[src/rtl/adder_share_sched.sv]
// adder_share_sched: round-robin scheduler sharing one 8-bit adder
// among NREQ requesters, one operand byte per cycle, LSB first.
module adder_share_sched #(
  parameter int NREQ   = 4,
  parameter int NBYTES = 2,
  parameter int IDW    = 2
) (
  input  logic                 clk,
  input  logic                 rst_n,
  input  logic [NREQ-1:0]      req_valid,
  output logic [NREQ-1:0]      req_ready,
  input  logic [NREQ*8*NBYTES-1:0] req_a,
  input  logic [NREQ*8*NBYTES-1:0] req_b,
  input  logic [NREQ-1:0]      req_cin,
  output logic                 rsp_valid,
  input  logic                 rsp_ready,
  output logic [IDW-1:0]       rsp_id,
  output logic [8*NBYTES-1:0]  rsp_sum,
  output logic                 rsp_cout,
  output logic [7:0]           add_a,
  output logic [7:0]           add_b,
  output logic                 add_cin,
  input  logic [7:0]           add_sum,
  input  logic                 add_cout,
  output logic                 busy
);

  localparam int W  = 8 * NBYTES;
  localparam int KW = (NBYTES > 1) ? $clog2(NBYTES) : 1;

  typedef enum logic [1:0] {
    IDLE,
    RUN,
    RESP
  } state_t;

  state_t         state;
  state_t         state_nx;
  logic [IDW-1:0] ptr;
  logic [IDW-1:0] id_q;
  logic [KW-1:0]  k;
  logic [W-1:0]   a_q;
  logic [W-1:0]   b_q;
  logic [W-1:0]   sum_q;
  logic           cin_q;
  logic           carry_q;
  logic           cout_q;

  logic           gnt_vld;
  logic [IDW-1:0] gnt_id;
  logic [IDW-1:0] ptr_nx;
  logic [W-1:0]   gnt_a;
  logic [W-1:0]   gnt_b;
  logic           gnt_c;
  logic           last;

  // Two passes: indices at/above the pointer win, then wrap to 0.
  always_comb begin
    gnt_vld = 1'b0;
    gnt_id  = '0;
    for (int i = 0; i < NREQ; i++) begin
      if (!gnt_vld && req_valid[i] && (IDW'(i) >= ptr)) begin
        gnt_vld = 1'b1;
        gnt_id  = IDW'(i);
      end
    end
    for (int i = 0; i < NREQ; i++) begin
      if (!gnt_vld && req_valid[i]) begin
        gnt_vld = 1'b1;
        gnt_id  = IDW'(i);
      end
    end
  end

  always_comb begin
    gnt_a = '0;
    gnt_b = '0;
    gnt_c = 1'b0;
    for (int i = 0; i < NREQ; i++) begin
      if (gnt_id == IDW'(i)) begin
        gnt_a = req_a[i*W +: W];
        gnt_b = req_b[i*W +: W];
        gnt_c = req_cin[i];
      end
    end
  end

  assign ptr_nx = (gnt_id == IDW'(NREQ - 1))
                ? '0 : gnt_id + IDW'(1);
  assign last   = (k == KW'(NBYTES - 1));

  always_comb begin
    state_nx  = state;
    req_ready = '0;
    rsp_valid = 1'b0;
    add_a     = '0;
    add_b     = '0;
    add_cin   = 1'b0;
    unique case (state)
      IDLE: begin
        if (gnt_vld && rst_n) begin
          req_ready = NREQ'(1) << gnt_id;
          state_nx  = RUN;
        end
      end
      RUN: begin
        add_a   = a_q[int'(k)*8 +: 8];
        add_b   = b_q[int'(k)*8 +: 8];
        add_cin = (k == '0) ? cin_q : carry_q;
        if (last) begin
          state_nx = RESP;
        end
      end
      RESP: begin
        rsp_valid = 1'b1;
        if (rsp_ready) begin
          state_nx = IDLE;
        end
      end
      default: state_nx = IDLE;
    endcase
  end

  always_ff @(posedge clk or negedge rst_n) begin
    if (!rst_n) begin
      state   <= IDLE;
      ptr     <= '0;
      id_q    <= '0;
      k       <= '0;
      a_q     <= '0;
      b_q     <= '0;
      sum_q   <= '0;
      cin_q   <= 1'b0;
      carry_q <= 1'b0;
      cout_q  <= 1'b0;
    end else begin
      state <= state_nx;
      unique case (state)
        IDLE: begin
          if (gnt_vld) begin
            a_q   <= gnt_a;
            b_q   <= gnt_b;
            cin_q <= gnt_c;
            id_q  <= gnt_id;
            ptr   <= ptr_nx;
            k     <= '0;
          end
        end
        RUN: begin
          sum_q[int'(k)*8 +: 8] <= add_sum;
          carry_q <= add_cout;
          k       <= k + KW'(1);
          if (last) begin
            cout_q <= add_cout;
          end
        end
        default: ;
      endcase
    end
  end

  assign rsp_id   = id_q;
  assign rsp_sum  = sum_q;
  assign rsp_cout = cout_q;
  assign busy     = (state != IDLE);

endmodule
[config.mk]
export PLATFORM = sky130hd
export DESIGN_NAME = adder_share_sched
export DESIGN_NICKNAME = d
export VERILOG_FILES = /design/src/rtl/adder_share_sched.sv
export SDC_FILE = /design/constraint.sdc
export NUM_CORES = 1
export LEC_CHECK = 0
export BUFFER_PORTS_ARGS = -buffer_cell sky130_fd_sc_hd__buf_2
export CAP_MARGIN = 20
export CORE_MARGIN = 4
export CORE_UTILIZATION = 40
export DETAILED_ROUTE_END_ITERATION = 6
export PLACE_DENSITY_LB_ADDON = 0.1
export SETUP_SLACK_MARGIN = 0.3
export SYNTH_ARGS = -nofsm -noshare
export SYNTH_HDL_FRONTEND = slang
export SYNTH_SLANG_ARGS = --single-unit
export TNS_END_PERCENT = 20
[constraint.sdc]
create_clock -name clk -period 3.1 [get_ports clk]
set_clock_uncertainty 0.15 [all_clocks]
set_input_delay 0 -clock clk [delete_from_list [all_inputs] [get_ports clk]]
set_output_delay 0 -clock clk [all_outputs]
set_load 0.005 [all_outputs]
# ---- Yosys cells after proc, flatten, opt, wreduce, memory -nomap -nowiden
# Index checks and enable logic that the tools add are counted.
dict set report totals {
  regBits 58
  wordCells 100
}
dict set report classes {
  n_addsub 3
  order_cmp 4
  eq_ne 9
  shift 5
  mux 42
  n_reduce_logical 27
}
# operator n
set ops {}
lappend ops {{$mux 16} 8}
lappend ops {{$neg 4->33} 1}
lappend ops {{$shift 8x33->16 const A} 1}
lappend ops {{$shiftx 8x33->16} 1}
lappend ops {{$shiftx 16x5->8} 2}
lappend ops {{$mux 2} 10}
lappend ops {{$mux 1} 17}
lappend ops {{$bwmux 16} 1}
lappend ops {{$mux 8} 2}
lappend ops {{$logic_and 1x1->1} 12}
lappend ops {{$mux 4} 2}
lappend ops {{$ne 2x2->1 const B} 4}
lappend ops {{$logic_not 1->1} 7}
lappend ops {{$eq 2x2->1 const B} 3}
lappend ops {{$pmux 2 s3} 1}
lappend ops {{$reduce_and 2->1} 3}
lappend ops {{$eq 2x1->1 const B} 2}
lappend ops {{$ge 1x2->1 const A} 2}
lappend ops {{$ge 2x2->1 const A} 2}
lappend ops {{$logic_not 2->1} 2}
lappend ops {{$reduce_bool 2->1} 2}
lappend ops {{$shl 1x2->4 const A} 1}
lappend ops {{$reduce_and 3->1} 1}
lappend ops {{$add 2x1->2 const B} 1}
lappend ops {{other kinds (2)} 2}

# ---- Longest topological paths before layout
dict set report depth {
  ltp_word 32
  mapped_depth 12
  depth_no_buf 9
}

# ---- Worst setup path after synthesis
# Ideal clock, no wire load.
dict set report synth_timing {
  kind {reg2reg}
  from {register ptr[0]}
  to {register a_q[0]}
  t_arrival_ns 2.092
  required_ns 2.868
  path_slack_ns 0.776
  stages_incl_launch_ff 13
  synth_period_minus_slack_ns 2.324
  path_cell_list {dfrtp_1 -> nor2b_1 -> a21oi_1 -> a21oi_1 -> nor2_1 -> ha_1 -> buf_2 -> nor2b_1 -> buf_2 -> buf_2 -> a221oi_1 -> a211o_1 -> a31oi_1}
}
dict set report synth_between {
  elab_chain_cells 32
}
# item line
set synth_rtl {}
lappend synth_rtl {{start, declared} 39} ;# logic [IDW-1:0] ptr;
lappend synth_rtl {{start signal, assigned} 145} ;# ptr <= ptr_nx;
lappend synth_rtl {{$ge 1x2->1} 62} ;# if (!gnt_vld && req_valid[i] && (IDW'(i) >= ptr)) begin
lappend synth_rtl {{$logic_and 1x1->1} 62}
lappend synth_rtl {{$mux 1} 62}
lappend synth_rtl {{$logic_not 1->1} 62}
lappend synth_rtl {{$logic_and 1x1->1 (2 in series)} 62}
lappend synth_rtl {{$mux 1} 62}
lappend synth_rtl {{$logic_not 1->1} 62}
lappend synth_rtl {{$logic_and 1x1->1 (2 in series)} 62}
lappend synth_rtl {{(+13 left out)} -}
lappend synth_rtl {{$mux 1} 68} ;# if (!gnt_vld && req_valid[i]) begin
lappend synth_rtl {{$logic_not 1->1} 68}
lappend synth_rtl {{$logic_and 1x1->1} 68}
lappend synth_rtl {{$mux 2 (*)} 68}
lappend synth_rtl {{net gnt_id[0]} 50} ;# logic [IDW-1:0] gnt_id;
lappend synth_rtl {{$logic_not 2->1} 80} ;# if (gnt_id == IDW'(i)) begin
lappend synth_rtl {{$mux 16 (3 in series)} 80}
lappend synth_rtl {{$mux 16 (*)} 80}
lappend synth_rtl {{end signal, assigned} 141} ;# a_q <= gnt_a;
lappend synth_rtl {{end, declared} 42} ;# logic [W-1:0] a_q;
# Mark *: on every way through the listed nets, which the timed path passes. The rest lies on a longest branch.
# A chain may end at the register's enable or synchronous reset.

# ---- Worst setup path in the final report
dict set report layout_timing {
  from {register ptr[0]}
  to {register a_q[7]}
}
dict set report layout_between {
  elab_chain_cells 32
}
# item line
set layout_rtl {}
lappend layout_rtl {{$ge 1x2->1} 62}
lappend layout_rtl {{$logic_and 1x1->1} 62}
lappend layout_rtl {{$mux 1} 62}
lappend layout_rtl {{$logic_not 1->1} 62}
lappend layout_rtl {{$logic_and 1x1->1 (2 in series)} 62}
lappend layout_rtl {{$mux 1} 62}
lappend layout_rtl {{$logic_not 1->1} 62}
lappend layout_rtl {{$logic_and 1x1->1 (2 in series)} 62}
lappend layout_rtl {{(+11 left out)} -}
lappend layout_rtl {{$logic_not 1->1} 68}
lappend layout_rtl {{$logic_and 1x1->1} 68}
lappend layout_rtl {{$mux 1} 68}
lappend layout_rtl {{$logic_not 1->1} 68}
lappend layout_rtl {{$logic_and 1x1->1} 68}
lappend layout_rtl {{$mux 2} 68}
lappend layout_rtl {{$logic_not 2->1} 80}
lappend layout_rtl {{$mux 16 (4 in series)} 80}
# Parallel ways exist; a longest one is shown, timed or not.

==> impl_results.md <==
* Top-count cell post-synth: dfrtp_1
* Per-cell routed wire length at 16.2 um
* Crit path setup slack, layout at 0.445 ns
* Yosys warning count at 0
* Crit path to: a_q[7]
* Total Routing Usage GR at 23.7%
* Final-stage net count at 783
* Grt ovf at 0
* Endpoints failing setup at 0
* Total half-perimeter wirelength after legalization and detailed placement at 8.20 mm
* Static Leak at 2.73 nW
* Area Growth Syn to Fin at 58.2%
* Number of placed instances, taps included at 646
* Sink count of the clock tree at 58
* Distinct cell type count of the synthesized netlist at 31
* Data arrival time at the worst-slack endpoint at 2.75 ns
* Fin crit period at 2.65 ns
* Max Clock Freq at 377 MHz
* Unrepaired setup endpoints after global routing: true
* CP Capture Type: flip-flop
* Fraction of final layout cells with drive strength greater than 1 at 38.2%
* Latest clock arrival within the worst-skew pair at 0.33 ns
* Number of maximum-capacitance constraint violations at 0
* Number of hold-slack violations in the final timing report at 0
* Area enclosed by the die boundary at 10200 sq um
* Switch share at 40.3%
* Clock tree from TritonCTS: done
* Most frequent cell on the critical path: a21oi_1
* Sequential cell fraction of total power at 29.0%
* Final count of pins violating max slew at 0
* Wirelength, routed at 12.0 mm
* Via count of the first global-routing pass at 4050
* Count of cells along the worst register-to-register path at 9
* Final cycle utilization of the critical path at 85.6%
* Number of synthesized flops with an enable pin at 0
* Weighted congestion at the end of routability-driven global placement at 0.789
* Max-Slew Margin vs Limit at 47.5%
* DRT Pass-1 Iters at 4
* Startpoint type of the worst setup path: flip-flop
* Maximum ir drop on the vdd rail at 0.432 mV
* Horizontal die dimension at 101 um
* Longest individual stage delay on the worst path at 0.48 ns
* Effective utilization at floorplan at 41.7%
* Maximum number of pins on one net before global-route repair at 47
* Slowest cell on the critical path: ha_2
* Post-synth top area share at 42.0%
* Worst-path cell chain: nor2b_1 > a21oi_1 > a21oi_1 > or2_2 > ha_2 > buf_12 > a221oi_1 > a211o_1 > a31oi_1
* Core outline area at 8300 sq um
* Post-route antenna net violation count at 0
* Average size of a mapped cell at 9.18 sq um
* First-pass GRT wire length at 19.0 mm
* Vias after detailed routing at 3911
* Logic pwr share at 56.3%
* Clock slew seen by the registers of the worst setup and hold paths at 0.07 ns
* Critical path peak fanout at 46
* Number of levels the H-tree was split into at 3
* Flip-flop cell with the highest count after synthesis: dfrtp_1
* Cell at the root of the clock tree: clkbuf_8
* Start point of the critical path: ptr[0]
* Crit path required time at 3.20 ns
* Part of the Yosys area used for sequential elements at 42.0%
* Number of synthesized register bits at 58
* Post-synthesis cell type with the largest combined area: dfrtp_1
* Initial antenna violation count at 0
* TritonCTS Buffers at 9
* Most frequent cells after synthesis: 58 x dfrtp_1, 40 x nor2_1, 38 x inv_1
* Setup TNS at 0 ns
* DR iter-0 viols at 158
* Critical path class: flip-flop to flip-flop
* Reg-to-Reg Start: ptr[0]
* Outcome: finished clean
* Boundary pin count at 190
* Worst slack after detailed placement at 0.511 ns
* Final core occ at 66.0%
* Maximum buffer depth of the clock tree at 2
* Post-CTS setup-driven buffer insertion count at 0
* DRC Markers at 0
* Netlist Area Pre-Place at 3460 sq um
* Async set or reset register ratio after synthesis at 100%
* Hold crit path type: input port to flip-flop
* Routed vias/inst at 5.27
* Synthesized Nets at 529
* Cell count after synthesis at 377
* Reg2reg setup slack at 0.45 ns
* Port-buffer cells at 189
* Fraction of power consumed by the clock network at 14.7%
* Y dimension of the die at 101 um
* Power per Cell Area at 873 nW/um^2
* R2R Path End: a_q[7]
* Standard-cell rows at 33
* Cell internal power dissipation at 2.85 mW
* Transition time at the pin with the least slew margin at 0.784 ns
* Post-route insts no fill at 742
* Switching power total at 1.92 mW
* Largest cells by area after synthesis: dfrtp_1 42%, a211o_1 8.1%, a221oi_1 8.1%
* Worst hold slack at 0.0136 ns
==> routing by layer <==
layer / GRT usage, % / vias up / part of all wire [%]
li1: - / 1883 / -
met1: 29.2 / 1832 / 42
met2: 39.5 / 172 / 47
met3: 6.16 / 24 / 8.6
met4: 9.30 / 0 / 2.4
met5: 0 / - / 0
==> timing repair <==
action / CTS / global route
gates resized for setup: 0 / 1
hold buffers: 79 / 0
endpoints found under the setup margin: 0 / 3
hold endpoints to repair: 80 / 0
==> worst min path at each step <==
stage / start / endpoint / slack (ns) / depth (start not counted)
finish: req_a[14] / a_q[14] / 0.01 / 5
global placement: rst_n / rsp_sum[10] / -0.08 / 1
floorplan: rst_n / a_q[0] / -0.45 / 0
global route: req_a[46] / a_q[14] / 0.04 / 5
detailed placement: rst_n / rsp_sum[10] / -0.08 / 1
CTS: req_a[46] / a_q[14] / 0.0008 / 5
==> stage by stage <==
step / power, mW / area (sq um)
CTS: 4.81 / 5460
floorplan: 3.17 / 3460
finish: 4.78 / 5470
global placement: 3.95 / 4470
global route: 5.18 / 5470
detailed placement: 4.00 / 4470
==> power by group through the flow <==
| stage | registers [mW] | logic, mW | clock network, mW |
|---|---|---|---|
| 2_1_floorplan | 1.35 | 1.82 | 0 |
| 3_3_place_gp | 1.38 | 2.57 | 0 |
| 3_5_place_dp | 1.40 | 2.60 | 0 |
| 4_1_cts | 1.38 | 2.70 | 0.726 |
| 5_1_grt | 1.43 | 2.98 | 0.762 |
| 6_report | 1.38 | 2.69 | 0.703 |
==> flip-flops by register name, indices dropped and copies added, names as in the netlist, 2 cells and up <==
signal / count
rsp_sum: 16
ptr: 2
state: 2
b_q: 16
rsp_id: 2
a_q: 16
==> area by class of cell <==
class	instances	area (sq um)
inverter	38	143
multi-input combinational	245	1700
sequential	58	1450
timing repair buffer	279	1840
antenna	1	2.50
clock inverter	7	78.8
clock buffer	9	124
fill	676	2830
tap	105	131
==> cell usage in the layout, fill, tap and decap left out, types with 5 or more instances in the layout <==
cell and count:
a221oi_1 32, nor2_1 40, nand2_1 35, and2_1 5, nor2b_1 5, a211o_1 32
a21oi_1 6, dfrtp_1 58, a31oi_1 32, clkbuf_8 9, buf_2 189, buf_4 9
a22o_1 17, mux2_2 19, inv_1 38, dlygate4sd3_1 79
==> critical path, delay by kind of cell, from the launching register on <==
family | cells | cell delay (ns)
buf+inv | 1 | 0.27
compound gates | 5 | 0.87
flops | 1 | 0.40
simple gates | 2 | 0.36
fa+ha+maj | 1 | 0.48
==> logic make-up after synthesis <==
family | after synthesis | share of synthesized area [%]
flops | 58 | 42.0
simple gates | 93 | 11.7
compound gates | 128 | 28.9
mux | 20 | 6.47
fa+ha+maj | 4 | 1.45
buf+inv | 74 | 9.51
(Power assumes the default switching activity.)
